`config.mk`:
```
export PLATFORM = sky130hd
export DESIGN_NAME = chip_draw_sched
export DESIGN_NICKNAME = d
export VERILOG_FILES = /design/src/rtl/chip_draw_sched.sv
export SDC_FILE = /design/constraint.sdc
export NUM_CORES = 1
export LEC_CHECK = 0
export BUFFER_PORTS_ARGS = -buffer_cell sky130_fd_sc_hd__clkbuf_2
export CORE_ASPECT_RATIO = 1.5
export CORE_UTILIZATION = 25
export DETAILED_ROUTE_END_ITERATION = 10
export REMOVE_ABC_BUFFERS = 1
export SYNTH_ARGS = -nofsm -noshare
export SYNTH_HDL_FRONTEND = slang
export SYNTH_SLANG_ARGS = --single-unit
```
`constraint.sdc`:
```
create_clock -name clk -period 3.09 [get_ports clk]
set_input_delay 0.309 -clock clk [delete_from_list [all_inputs] [get_ports clk]]
set_output_delay 0.309 -clock clk [all_outputs]
set_load 0.1 [all_outputs]
```
`src/rtl/chip_draw_sched.sv`:
```
// Round-robin draw scheduler: arbitrates two cell-draw requesters, maps the board
// cell to a pixel origin and sweeps a 16x16 sprite ROM into one VGA plot per cycle.
module chip_draw_sched #(
  parameter int CELL_W   = 16,
  parameter int BOARD_X0 = 24,
  parameter int BOARD_Y0 = 16,
  parameter int COLS     = 7,
  parameter int ROWS     = 6
) (
  input  logic       clk,
  input  logic       resetn,
  input  logic       req_a,
  input  logic [2:0] a_col,
  input  logic [2:0] a_row,
  input  logic [1:0] a_player,
  input  logic       req_b,
  input  logic [2:0] b_col,
  input  logic [2:0] b_row,
  input  logic [1:0] b_player,
  output logic       gnt_a,
  output logic       gnt_b,
  output logic       busy,
  output logic       done,
  output logic       err,
  output logic [1:0] rom_sel,
  output logic [7:0] rom_addr,
  input  logic [7:0] rom_q,
  output logic [7:0] x,
  output logic [6:0] y,
  output logic [7:0] colour,
  output logic       plot
);

  typedef enum logic [1:0] {S_IDLE, S_SWEEP, S_FLUSH, S_DONE} state_t;

  localparam logic [3:0] LC_COLS = 4'(COLS);
  localparam logic [3:0] LC_ROWS = 4'(ROWS);
  localparam logic [7:0] LC_X0   = 8'(BOARD_X0);
  localparam logic [6:0] LC_Y0   = 7'(BOARD_Y0);
  localparam logic [6:0] LC_RM1  = 7'(ROWS - 1);
  localparam logic [7:0] LC_CW8  = 8'(CELL_W);
  localparam logic [6:0] LC_CW7  = 7'(CELL_W);

  state_t     r_state;
  logic       r_last_b;
  logic       r_gnt_a, r_gnt_b, r_busy, r_done, r_err, r_plot;
  logic [1:0] r_sel;
  logic [7:0] r_addr;
  logic [7:0] r_x0;
  logic [6:0] r_y0;
  logic [7:0] r_cnt_d;
  logic       r_vld_d;
  logic [7:0] r_x;
  logic [6:0] r_y;
  logic [7:0] r_colour;

  logic       w_pick_a, w_pick_b;
  logic [2:0] w_col, w_row;
  logic [1:0] w_player;
  logic       w_bad;
  logic [7:0] w_x0;
  logic [6:0] w_y0;

  // A wins a tie only when B was granted last; a lone request always wins.
  assign w_pick_a = req_a & (~req_b | r_last_b);
  assign w_pick_b = req_b & ~w_pick_a;
  assign w_col    = w_pick_a ? a_col    : b_col;
  assign w_row    = w_pick_a ? a_row    : b_row;
  assign w_player = w_pick_a ? a_player : b_player;
  assign w_bad    = ({1'b0, w_col} >= LC_COLS) | ({1'b0, w_row} >= LC_ROWS);

  // Row 0 is the bottom row, so screen y grows as the row index falls.
  assign w_x0 = LC_X0 + 8'(w_col) * LC_CW8;
  assign w_y0 = LC_Y0 + (LC_RM1 - 7'(w_row)) * LC_CW7;

  always_ff @(posedge clk or negedge resetn) begin
    if (!resetn) begin
      r_state  <= S_IDLE;
      r_last_b <= 1'b1;
      r_gnt_a  <= 1'b0;
      r_gnt_b  <= 1'b0;
      r_busy   <= 1'b0;
      r_done   <= 1'b0;
      r_err    <= 1'b0;
      r_plot   <= 1'b0;
      r_sel    <= '0;
      r_addr   <= '0;
      r_x0     <= '0;
      r_y0     <= '0;
      r_cnt_d  <= '0;
      r_vld_d  <= 1'b0;
      r_x      <= '0;
      r_y      <= '0;
      r_colour <= '0;
    end else begin
      r_gnt_a <= 1'b0;
      r_gnt_b <= 1'b0;
      r_err   <= 1'b0;
      r_done  <= 1'b0;
      // Second pipe stage: ROM data for cnt_d arrives this cycle.
      r_plot  <= r_vld_d;
      if (r_vld_d) begin
        r_x      <= r_x0 + {4'b0, r_cnt_d[3:0]};
        r_y      <= r_y0 + {3'b0, r_cnt_d[7:4]};
        r_colour <= rom_q;
      end
      case (r_state)
        S_IDLE: begin
          if (req_a | req_b) begin
            r_gnt_a  <= w_pick_a;
            r_gnt_b  <= w_pick_b;
            r_last_b <= w_pick_b;
            r_sel    <= w_player;
            if (w_bad) begin
              r_err <= 1'b1;
            end else begin
              r_x0    <= w_x0;
              r_y0    <= w_y0;
              r_addr  <= '0;
              r_busy  <= 1'b1;
              r_state <= S_SWEEP;
            end
          end
        end
        S_SWEEP: begin
          r_cnt_d <= r_addr;
          r_vld_d <= 1'b1;
          if (r_addr == 8'hFF) r_state <= S_FLUSH;
          else                 r_addr  <= r_addr + 8'd1;
        end
        S_FLUSH: begin
          r_vld_d <= 1'b0;
          r_state <= S_DONE;
        end
        S_DONE: begin
          r_busy  <= 1'b0;
          r_done  <= 1'b1;
          r_state <= S_IDLE;
        end
        default: r_state <= S_IDLE;
      endcase
    end
  end

  assign gnt_a    = r_gnt_a;
  assign gnt_b    = r_gnt_b;
  assign busy     = r_busy;
  assign done     = r_done;
  assign err      = r_err;
  assign rom_sel  = r_sel;
  assign rom_addr = r_addr;
  assign x        = r_x;
  assign y        = r_y;
  assign colour   = r_colour;
  assign plot     = r_plot;

endmodule

```
==> summary.md <==
| Metric | Value |
|---|---|
| Top FF cell, synth | `dfrtp_1` |
| Clock Path Buffers | `2` |
| Row cnt | `47` |
| Final setup margin | `0.224 ns` |
| CTS clk-pin slew, worst paths | `0.05 ns` |
| Crit start category | `flip-flop` |
| IO Count | `67` |
| Main combinational cell family by area after synthesis | `multiplexers` |
| Die ar. | `11700 sq um` |
| WS Path Type | `flip-flop to flip-flop` |
| Fmax | `0.349 GHz` |
| Wire length on met1 | `between 2 and 3 mm` |
| Worst Setup Slack post-DPL | `~0.24 ns` |
| Tcrit/Tclk final | `roughly 90%` |
| NetSw | `roughly 0.43 mW` |
| Sequential fraction of the synthesis area | `52.3%` |
| Max-cap viol count | `0` |
| Unique masters post-synth | `48` |
| CTS HTree Levels | `3` |
| Root buffer cell | `clkbuf_16` |
| Sw frac | `20.9%` |
| Area Overhead vs Synth | `30.3%` |
| Worst relative slew slack | `49.8%` |
| Fin crit period | `around 2.9 ns` |
| Crit. End Element | `flip-flop` |
| Clock Skew | `0.00616 ns` |
| Starting Density | `25.7%` |
| Internal Power | `1.63 mW` |
| Setup TNS | `0 ns` |
| DR DRC count | `0` |
| Top Layer Used | `met4` |
| Worst Hold Class | `input port to asynchronous set/reset pin` |
| Commonest non-fill, non-tap cells in the layout | `clkbuf_2 (66), dfrtp_1 (58), mux2_2 (34), nand2_1 (15), nor2_1 (15)` |
| Synthesized area per cell | `~12 sq um` |
| Final net count | `351` |
| DR vias | `2110` |
| Chip width | `88.8 um` |
| Gr ovfl total | `0` |
| Met3 WL | `just over 300 um` |
| Outcome | `finished, final reports clean` |
| Syn Inst Count | `239` |
| Met2 wire len | `3.45 mm` |
| Post_cts resized | `0` |
| Post-Synth Adder-Cell Area | `4.87%` |
| Number of DRC markers in iteration 0 | `104` |
| Clock share of power | `55.8%` |
| Critical path required time | `3.30 ns` |
| Clk Latency, worst-skew pair | `0.33 ns` |
| RSZ-0062 raised after global routing | `false` |
| DR WL/cell | `14.1 um` |
| Layout cells sized above 1 | `40.1%` |
| Max VDD drop | `248 uV` |
| Via/cell ratio | `4.55` |
| Initial antenna violation count | `0` |
| Final ANT Viol Nets | `0` |
| Seq pwr share | `38.0%` |
| Post-synth EDFFs | `0` |
| Mapped Area | `2830 sq um` |
| Asr flop ratio synth | `between 90% and 100%` |
| DP Area | `3340 sq um` |
| TritonRoute pass-1 iters | `4` |
| Dpl cells | `approximately 450` |
| Warnings, synthesis | `0` |
| CP max FO | `6` |
| Core area | `11000 sq um` |
| CTS Hold Bufs | `0` |
| Post-synthesis mux area share | `16.8%` |
| Global-route wire length before repair | `about 11 mm` |
| P per Cell Area | `558 nW/um^2` |
| Synth Register Bits | `59` |
| Routability-driven placement congestion ratio | `0.849` |
| Gr usage total | `between 10 and 15%` |
| Fin. Hold Viols | `0` |
| CTS tree | `done` |
| Overall routed net length | `around 6.5 mm` |
| Comb pwr share | `between 6 and 7%` |
| CTS buffer count | `9` |
| Hpwl dp | `4.82 mm` |
| Fin cells | `approximately 460` |
| Final setup fails | `0` |
| Total power | `slightly above 2 mW` |
| Max-slew violations | `0` |
| Leading cell type in the layout, fill and taps excluded | `clkbuf_2` |
| Least-Margin Pin Slew | `0.753 ns` |
| Synth Area in Compound Gates | `8.85%` |
| Sink Count | `59` |
| Post-CTS Setup Inserts | `0` |
| Static leakage | `around 1.8 nW` |
| Inserted Diodes | `0` |
| Die H | `132 um` |
| Fin area | `3680 sq um` |
| XOR/XNOR share of the synthesized area | `1.24%` |
| Synth Area in Simple Gates | `between 10% and 20%` |
| Port-buffer cells | `66` |
| Largest net degree at the start of global routing | `60` |
| Vias in the first global route | `between 2000 and 2500` |
| Worst Path Arrival | `3.08 ns` |
[flip-flops by register name (all words and copies together) (netlist names), 2 cells and up]
signal / cells
rom_addr: 8
x: 8
y: 7
rom_sel: 2
r_state: 2
colour: 8
r_y0: 3
r_x0: 5
r_cnt_d: 8
[worst max-delay path, cell delays in order (launching register included)]
cell	delay [ns]
dfstp_2	0.52
nand2b_1	0.15
nand2_1	0.19
mux2_2	0.34
ha_1	0.21
ha_1	0.19
nor2_1	0.17
o21ai_1	0.19
o31ai_4	0.32
nand2_1	0.14
mux2_1	0.32
[final cells by class]
class,instances,area [sq um]
Clock buffer,12,246
Timing Repair Buffer,72,375
Tap cell,147,184
Inverter,11,41.3
Fill cell,1141,7310
Clock inverter,4,97.6
Multi-Input combinational cell,159,1260
Sequential cell,59,1480
[layer usage]
metal  vias to the layer above  global-route usage [%]
met5                         -                       0
met4                         0                    6.09
met3                        13                    3.69
met2                        47                    20.1
met1                      1046                    13.7
li1                       1004                       -
[Yosys cell counts (2+ instances only)]
library cell   n  area (sq um)
a21oi_1        7          35.0
a221o_1        3          30.0
and3_1         5          31.3
buf_4          2          15.0
clkbuf_1       7          26.3
dfrtp_1       58          1450
ha_1          11           138
inv_1         11          41.3
mux2_2        34           383
mux2i_1        8          80.1
nand2_1       15          56.3
nand2b_1       2          12.5
nand3_1        9          45.0
nand3b_1       2          15.0
nand4_1        3          18.8
nor2_1        15          56.3
nor2b_1        3          18.8
nor3_1         2          10.0
o211ai_1       3          22.5
o21ai_0        8          40.0
o21ai_1        2          10.0
xnor2_1        2          17.5
xor2_1         2          17.5
[power groups by stage]
stage          Combinational (mW)  Sequential [mW]  Clock [mW]
2_1_floorplan              0.0376            0.834           0
3_3_place_gp                0.127            0.794           0
3_5_place_dp                0.129            0.795           0
4_1_cts                     0.131            0.781        1.18
5_1_grt                     0.139            0.782        1.22
6_report                    0.128            0.782        1.15
[metrics by stage]
| step | hold WS [ns] | util [%] |
|---|---|---|
| 4_1_cts | 0.181 | 33.5 |
| 3_3_place_gp | 0.455 | 30.4 |
| 6_report | 0.144 | 33.5 |
| 3_5_place_dp | 0.466 | 30.4 |
| 2_1_floorplan | 0.0134 | - |
| 5_1_grt | 0.195 | 33.5 |
[path summary, 6_finish.rpt]
check	slack, ns	end	start	cells past startpoint
min in group clk	0.21	colour[3]$_DFFE_PN0P_	rom_q[3]	2
setup / recovery	0.22	r_state[1]$_DFFE_PN0P_	r_last_b$_DFFE_PN1P_	10
setup reg to reg	0.22	r_state[1]$_DFFE_PN0P_	r_last_b$_DFFE_PN1P_	10
hold reg to reg	0.48	r_x0[3]$_DFFE_PN0P_	r_x0[3]$_DFFE_PN0P_	1
max in group asynchronous	2.45	r_x0[6]$_DFFE_PN0P_	resetn	2
hold / removal	0.14	r_state[0]$_DFFE_PN0P_	resetn	2
[cell families (layout without fill, tap and decap cells)]
kind of cell,Yosys count,after routing
and+or+nand+nor,66,66
DFF,59,59
muxes,43,43
AOI/OAI and AO/OA,35,35
buffers and inverters,21,99
adders and majority gates,11,11
xor gates and xnor gates,4,4
Power figures use the tool's default switching activity.
